===== src/rtl/alu_pkg.sv =====
// alu_pkg
// Shared definitions for the integer ALU and its built-in self-test engine:
// ALU opcode encodings, the BIST polynomial used by both the operand LFSR
// and the response MISR, the operand whitening constant, the BIST state
// encoding and the MISR compaction step.
package alu_pkg;

    // ALU opcodes exercised by the self-test, in the order they are applied
    localparam logic [3:0] ALU_ADD = 4'b0000;
    localparam logic [3:0] ALU_SUB = 4'b0001;
    localparam logic [3:0] ALU_AND = 4'b0010;
    localparam logic [3:0] ALU_OR  = 4'b0011;

    // Feedback polynomial shared by the operand LFSR and the signature MISR
    localparam logic [31:0] BIST_POLY = 32'h80200003;

    // XOR mask applied to the swapped LFSR word so operand b is not a plain
    // rotation of operand a
    localparam logic [31:0] BIST_WHITEN = 32'h5A5A5A5A;

    typedef enum logic [1:0] {
        ST_IDLE = 2'b00,
        ST_RUN  = 2'b01,
        ST_DONE = 2'b10
    } bist_state_t;

    // One MISR compaction step: shift left with polynomial feedback, then
    // fold in the ALU result and its zero flag (the flag lands on bit 0)
    function automatic logic [31:0] misr_next(
        input logic [31:0] sig,
        input logic [31:0] result,
        input logic        zero
    );
        logic [31:0] shifted;
        shifted = {sig[30:0], 1'b0} ^ (sig[31] ? BIST_POLY : 32'h0);
        return shifted ^ result ^ {31'b0, zero};
    endfunction

endpackage


===== src/rtl/bist_lfsr32.sv =====
// bist_lfsr32
// 32-bit Galois LFSR used as a pseudo-random pattern source for BIST
// engines. An all-zero seed would lock the register at zero, so any zero
// seed (reset or load) is replaced by 32'h00000001.
//
// Ports:
//   clk     in   1   system clock, rising edge
//   rst     in   1   asynchronous active-high reset, loads RESET_SEED
//   load    in   1   load seed this cycle (has priority over enable)
//   seed    in   32  value loaded when load=1
//   enable  in   1   advance one step this cycle
//   state   out  32  current LFSR contents
module bist_lfsr32
    import alu_pkg::*;
#(
    parameter logic [31:0] RESET_SEED = 32'h00000001,
    parameter logic [31:0] POLY       = BIST_POLY
) (
    input  logic        clk,
    input  logic        rst,
    input  logic        load,
    input  logic [31:0] seed,
    input  logic        enable,
    output logic [31:0] state
);

    localparam logic [31:0] SAFE_RESET_SEED =
        (RESET_SEED == 32'h0) ? 32'h00000001 : RESET_SEED;

    logic [31:0] lfsr_q;
    logic [31:0] safe_seed;
    logic [31:0] lfsr_step;

    // Zero-seed substitution and the Galois shift: shift right and, when the
    // bit falling out is 1, XOR in the polynomial taps
    always_comb begin
        safe_seed = (seed == 32'h0) ? 32'h00000001 : seed;
        lfsr_step = {1'b0, lfsr_q[31:1]} ^ (lfsr_q[0] ? POLY : 32'h0);
    end

    // Seed load wins over stepping so a restart always begins from the seed
    always_ff @(posedge clk or posedge rst) begin
        if (rst) begin
            lfsr_q <= SAFE_RESET_SEED;
        end else if (load) begin
            lfsr_q <= safe_seed;
        end else if (enable) begin
            lfsr_q <= lfsr_step;
        end
    end

    assign state = lfsr_q;

endmodule


===== src/rtl/alu_bist.sv =====
// alu_bist
// Built-in self-test engine for the integer ALU. On start it applies
// N_VECTORS pseudo-random operand pairs (ADD, SUB, AND, OR repeating),
// compacts every {result, zero} response into a 32-bit MISR and compares
// the final signature against GOLDEN_SIG.
//
// Ports:
//   clk          in   1   system clock, rising edge
//   rst          in   1   asynchronous active-high reset
//   start        in   1   run request, honoured in IDLE or DONE only
//   busy         out  1   vectors are being applied
//   done         out  1   run complete, held until next start or reset
//   pass         out  1   done and signature matches GOLDEN_SIG
//   signature    out  32  current MISR value, frozen in DONE
//   alu_a        out  32  ALU operand a (0 outside a run)
//   alu_b        out  32  ALU operand b (0 outside a run)
//   alu_control  out  4   ALU opcode (0 outside a run)
//   alu_result   in   32  ALU result, combinational from the operands
//   alu_zero     in   1   ALU zero flag
module alu_bist
    import alu_pkg::*;
#(
    parameter int          N_VECTORS  = 256,
    parameter logic [31:0] LFSR_SEED  = 32'hACE12468,
    parameter logic [31:0] GOLDEN_SIG = 32'h00000000
) (
    input  logic        clk,
    input  logic        rst,
    input  logic        start,
    output logic        busy,
    output logic        done,
    output logic        pass,
    output logic [31:0] signature,
    output logic [31:0] alu_a,
    output logic [31:0] alu_b,
    output logic [3:0]  alu_control,
    input  logic [31:0] alu_result,
    input  logic        alu_zero
);

    localparam logic [15:0] LAST_CNT = 16'(N_VECTORS - 1);

    bist_state_t state_q;
    bist_state_t state_d;
    logic        lfsr_load;
    logic        lfsr_en;
    logic [31:0] lfsr;
    logic [31:0] sig_q;
    logic [15:0] cnt_q;

    bist_lfsr32 #(
        .RESET_SEED (LFSR_SEED),
        .POLY       (BIST_POLY)
    ) u_lfsr (
        .clk    (clk),
        .rst    (rst),
        .load   (lfsr_load),
        .seed   (LFSR_SEED),
        .enable (lfsr_en),
        .state  (lfsr)
    );

    // Next-state logic. An accepted start reloads the LFSR and is also the
    // cue for the counter and MISR to clear; start during RUN is ignored.
    always_comb begin
        state_d   = state_q;
        lfsr_load = 1'b0;
        lfsr_en   = 1'b0;
        case (state_q)
            ST_IDLE, ST_DONE: begin
                if (start) begin
                    state_d   = ST_RUN;
                    lfsr_load = 1'b1;
                end
            end
            ST_RUN: begin
                lfsr_en = 1'b1;
                if (cnt_q == LAST_CNT) begin
                    state_d = ST_DONE;
                end
            end
            default: begin
                state_d = ST_IDLE;
            end
        endcase
    end

    // State register
    always_ff @(posedge clk or posedge rst) begin
        if (rst) begin
            state_q <= ST_IDLE;
        end else begin
            state_q <= state_d;
        end
    end

    // Vector counter and signature. Each RUN edge absorbs the vector that
    // was on the ALU during the cycle just ending; outside RUN both hold,
    // which freezes the final signature in DONE.
    always_ff @(posedge clk or posedge rst) begin
        if (rst) begin
            cnt_q <= 16'h0;
            sig_q <= 32'h0;
        end else if (lfsr_load) begin
            cnt_q <= 16'h0;
            sig_q <= 32'h0;
        end else if (state_q == ST_RUN) begin
            cnt_q <= cnt_q + 16'h1;
            sig_q <= misr_next(sig_q, alu_result, alu_zero);
        end
    end

    // Operand drive comes only from registers, so start has no
    // combinational path to the ALU. Outside RUN the ALU inputs are parked
    // at zero.
    always_comb begin
        busy        = (state_q == ST_RUN);
        done        = (state_q == ST_DONE);
        pass        = done && (sig_q == GOLDEN_SIG);
        signature   = sig_q;
        alu_a       = 32'h0;
        alu_b       = 32'h0;
        alu_control = 4'h0;
        if (state_q == ST_RUN) begin
            alu_a       = lfsr;
            alu_b       = {lfsr[15:0], lfsr[31:16]} ^ BIST_WHITEN;
            alu_control = {2'b00, cnt_q[1:0]};
        end
    end

endmodule


===== config.mk =====
export PLATFORM = sky130hd
export DESIGN_NAME = alu_bist
export DESIGN_NICKNAME = d
export VERILOG_FILES = /design/src/rtl/alu_pkg.sv /design/src/rtl/bist_lfsr32.sv /design/src/rtl/alu_bist.sv
export SDC_FILE = /design/constraint.sdc
export NUM_CORES = 1
export LEC_CHECK = 0
export ABC_AREA = 1
export CORE_UTILIZATION = 46
export CTS_CLUSTER_SIZE = 12
export DETAILED_ROUTE_END_ITERATION = 6
export PLACE_DENSITY_LB_ADDON = 0.2
export SLEW_MARGIN = 10
export SYNTH_ARGS = -nofsm -noshare
export SYNTH_HDL_FRONTEND = slang
export SYNTH_SLANG_ARGS = --single-unit
export TNS_END_PERCENT = 100

===== constraint.sdc =====
create_clock -name clk -period 3.2 [get_ports clk]
set_input_delay 0.32 -clock clk [delete_from_list [all_inputs] [get_ports clk]]
set_output_delay 0.32 -clock clk [all_outputs]
set_load 0.01 [all_outputs]

==> metrics.yaml <==
outcome:
  status: "finished with violations"
  violations: "design-rule violations"
setup_path:
  r2r_start: "state_q[0]"
  crit_fanout: 83
  setup.worst_path.start: "state_q[1]"
  crit_type: "reg2out"
  critPathRequiredTime_ps: 2880
  cp.arrival_ps: 2340
  worstSetupEndpointType: "primary output"
  startpoint_type: "register"
floorplanning:
  die_y_um: 98.2
  io_pins: 139
  rows: 34
  dieWidth_um: 98.2
  die_area_um2: 9650
  initial_core_util_pct: 48.1
  core_area_um2: 8850
clock_tree:
  postCtsSetupRepairBufs: 0
  cts_buffers: 9
  cts_sinks: 82
  clk_latency_ps: 350
  cts-root-buf: "clkbuf_8"
  clk_pin_slew_ps: 90
  cts-resized-gates: 0
  cts_tree: "done"
  cts_max_level: 3
  clockBufferDepth: 2
  cts_hold_buf: 0
synthesis:
  syn-cell-area_um2: 4260
  synth.distinct_cells: 26
  ys_ff_latch: 82
  synth_warnings: 0
  synth_top_area_share_pct: 40.6
  synthTopCellsByArea: "dfrtp_1 41%, inv_1 9.2%, dfstp_2 8.0%"
  syn_inst: 529
  yosysSeqAreaShare_pct: 48.6
  syn_area_per_cell_um2: 8.05
  synth_largest_area_cell: "dfrtp_1"
pwr:
  p_leak_nw: 2.64
  vdd_drop_max_mv: 0.405
  powerDensity_nw_per_um2: 905
route:
  wirelength_um: 10200
  drt-initial-drc-count: 196
  viasPerCell: 5.02
  drtAntennaViolNets: 0
  drc: 13
  drt-pass1-iter-count: 6
  wl_per_cell_um: 13.5
  num_vias: 3793
sta:
  final-hold-violation-count: 0
  finalCriticalPeriod_ps: 2660
  drv_slew: 0
  max_freq_mhz: 376
  whs_ps: 379
  slew_headroom_pct: 44.1
  rsz0062_at_grt: "false"
  setup_ws_ps: 542
  period_share_pct: 83.1
  final-setup-viol-count: 0
  worst_slew_pin_slew_ps: 838
  setup_tns_ps: 0
  finalClockSkew_ps: 8.69
cells_and_area:
  layout.nets: 681
  layout-drive-gt1-share_pct: 8.02
  antenna_cells: 0
  area_growth_pct: 34.4
place:
  place_congestion: 0.812
  port_buffers: 136
  place_ws_ps: 906
  hpwl_um: 7460
global_routing:
  grt_start_max_net_pins: 84
  grt_first_pass_wirelength_um: 17300
  grt-ovfl-total: 0
  track_usage_pct: 22.3
  antenna_found_initial: 0
  grt_pass1_vias: 3612
min_path:
  hold_class: "in2async"
job:
  maxCapViolCount: 0
registers in the layout (all words and copies together), names as in the netlist:
name / count
signature: 32
u_lfsr.state: 32
cnt_q: 16
state_q: 2
cell type report:
type,count,area [um2]
fill,772,3120
sequential,82,2070
multi-input combinational,304,1540
timing repair buffer,139,1400
inverter,107,403
tap,108,135
clock buffer,9,124
clock inverter,7,53.8
per-stage QoR:
step                std cells  instance area [um2]  util (%)  power, mW
CTS                       756                 5720      64.7       5.21
global route              756                 5720      64.7       5.55
global placement          740                 5550      62.7       4.44
floorplan                 530                 4260         -       3.20
detailed placement        740                 5550      62.7       4.52
finish                    756                 5720      64.7       5.18
Yosys cell counts, drive strengths merged:
master and n:
a21oi 37, buf 35, clkbuf 2, conb 1, dfrtp 69, dfstp 13, ha 2, inv 107
nand2 54, nand3 15, nand4 11, nor2 81, nor3 1, o211ai 2, o21ai 57, o22ai 27
xnor2 11, xor2 4
critical path, cell delays in order (launching register included):
cell and delay [ps]:
dfrtp_1 390, inv_1 90, nand2_4 430, inv_2 470, clkdlybuf4s50_1 610
cells by family after synthesis:
kind of cell,share of synthesized area [%]
other cells,0.0881
compound gates,15.4
xor+xnor,3.09
buf+inv,15.4
flops,48.6
simple gates,16.9
fa+ha+maj,0.588
power by group:
group,total [mW],switching (mW),internal (mW)
Sequential,1.76,0.252,1.51
Combinational,2.73,1.32,1.40
Clock,0.695,0.408,0.287
placed cells by master (no fill, tap or decap), types with 2 or more instances in the layout:
master | synthesis | routed
nor2_2 | 3 | 3
xnor2_1 | 11 | 11
ha_1 | 2 | 2
dfrtp_1 | 69 | 69
clkdlybuf4s50_1 | 0 | 136
o22ai_1 | 27 | 27
inv_2 | 3 | 3
clkinv_2 | 0 | 2
nand2_2 | 7 | 6
inv_6 | 0 | 2
buf_4 | 22 | 2
xor2_1 | 4 | 4
nand2_1 | 47 | 47
nor2_4 | 4 | 4
conb_1 | 1 | 2
clkinvlp_4 | 0 | 3
dfstp_2 | 13 | 13
nand4_1 | 11 | 11
nand3_1 | 14 | 14
o21ai_0 | 52 | 52
o211ai_1 | 2 | 2
o21ai_1 | 5 | 5
inv_1 | 104 | 103
a21oi_1 | 37 | 37
nor2_1 | 74 | 74
clkbuf_8 | 0 | 9
final timing paths:
| kind | slack, ps | endpoint | cells after the start |
|---|---|---|---|
| worst max register to register | 980 | u_lfsr.state[1] | 4 |
| max in group asynchronous | 2170 | signature[20] | 3 |
| min in group clk | 500 | u_lfsr.state[27] | 2 |
| worst min register to register | 500 | u_lfsr.state[27] | 2 |
| worst min-delay path | 380 | signature[28] | 2 |
| worst max-delay path | 540 | busy | 4 |
per-layer routing:
| metal | track usage (%) | routed length (um) | vias to the layer above |
|---|---|---|---|
| li1 | - | - | 1888 |
| met1 | 30.2 | 4670 | 1782 |
| met2 | 36.1 | 4890 | 103 |
| met3 | 2.86 | 463 | 20 |
| met4 | 9.41 | 219 | 0 |
| met5 | 0 | 0 | - |
Note: power is estimated with default switching activity, not from simulation.
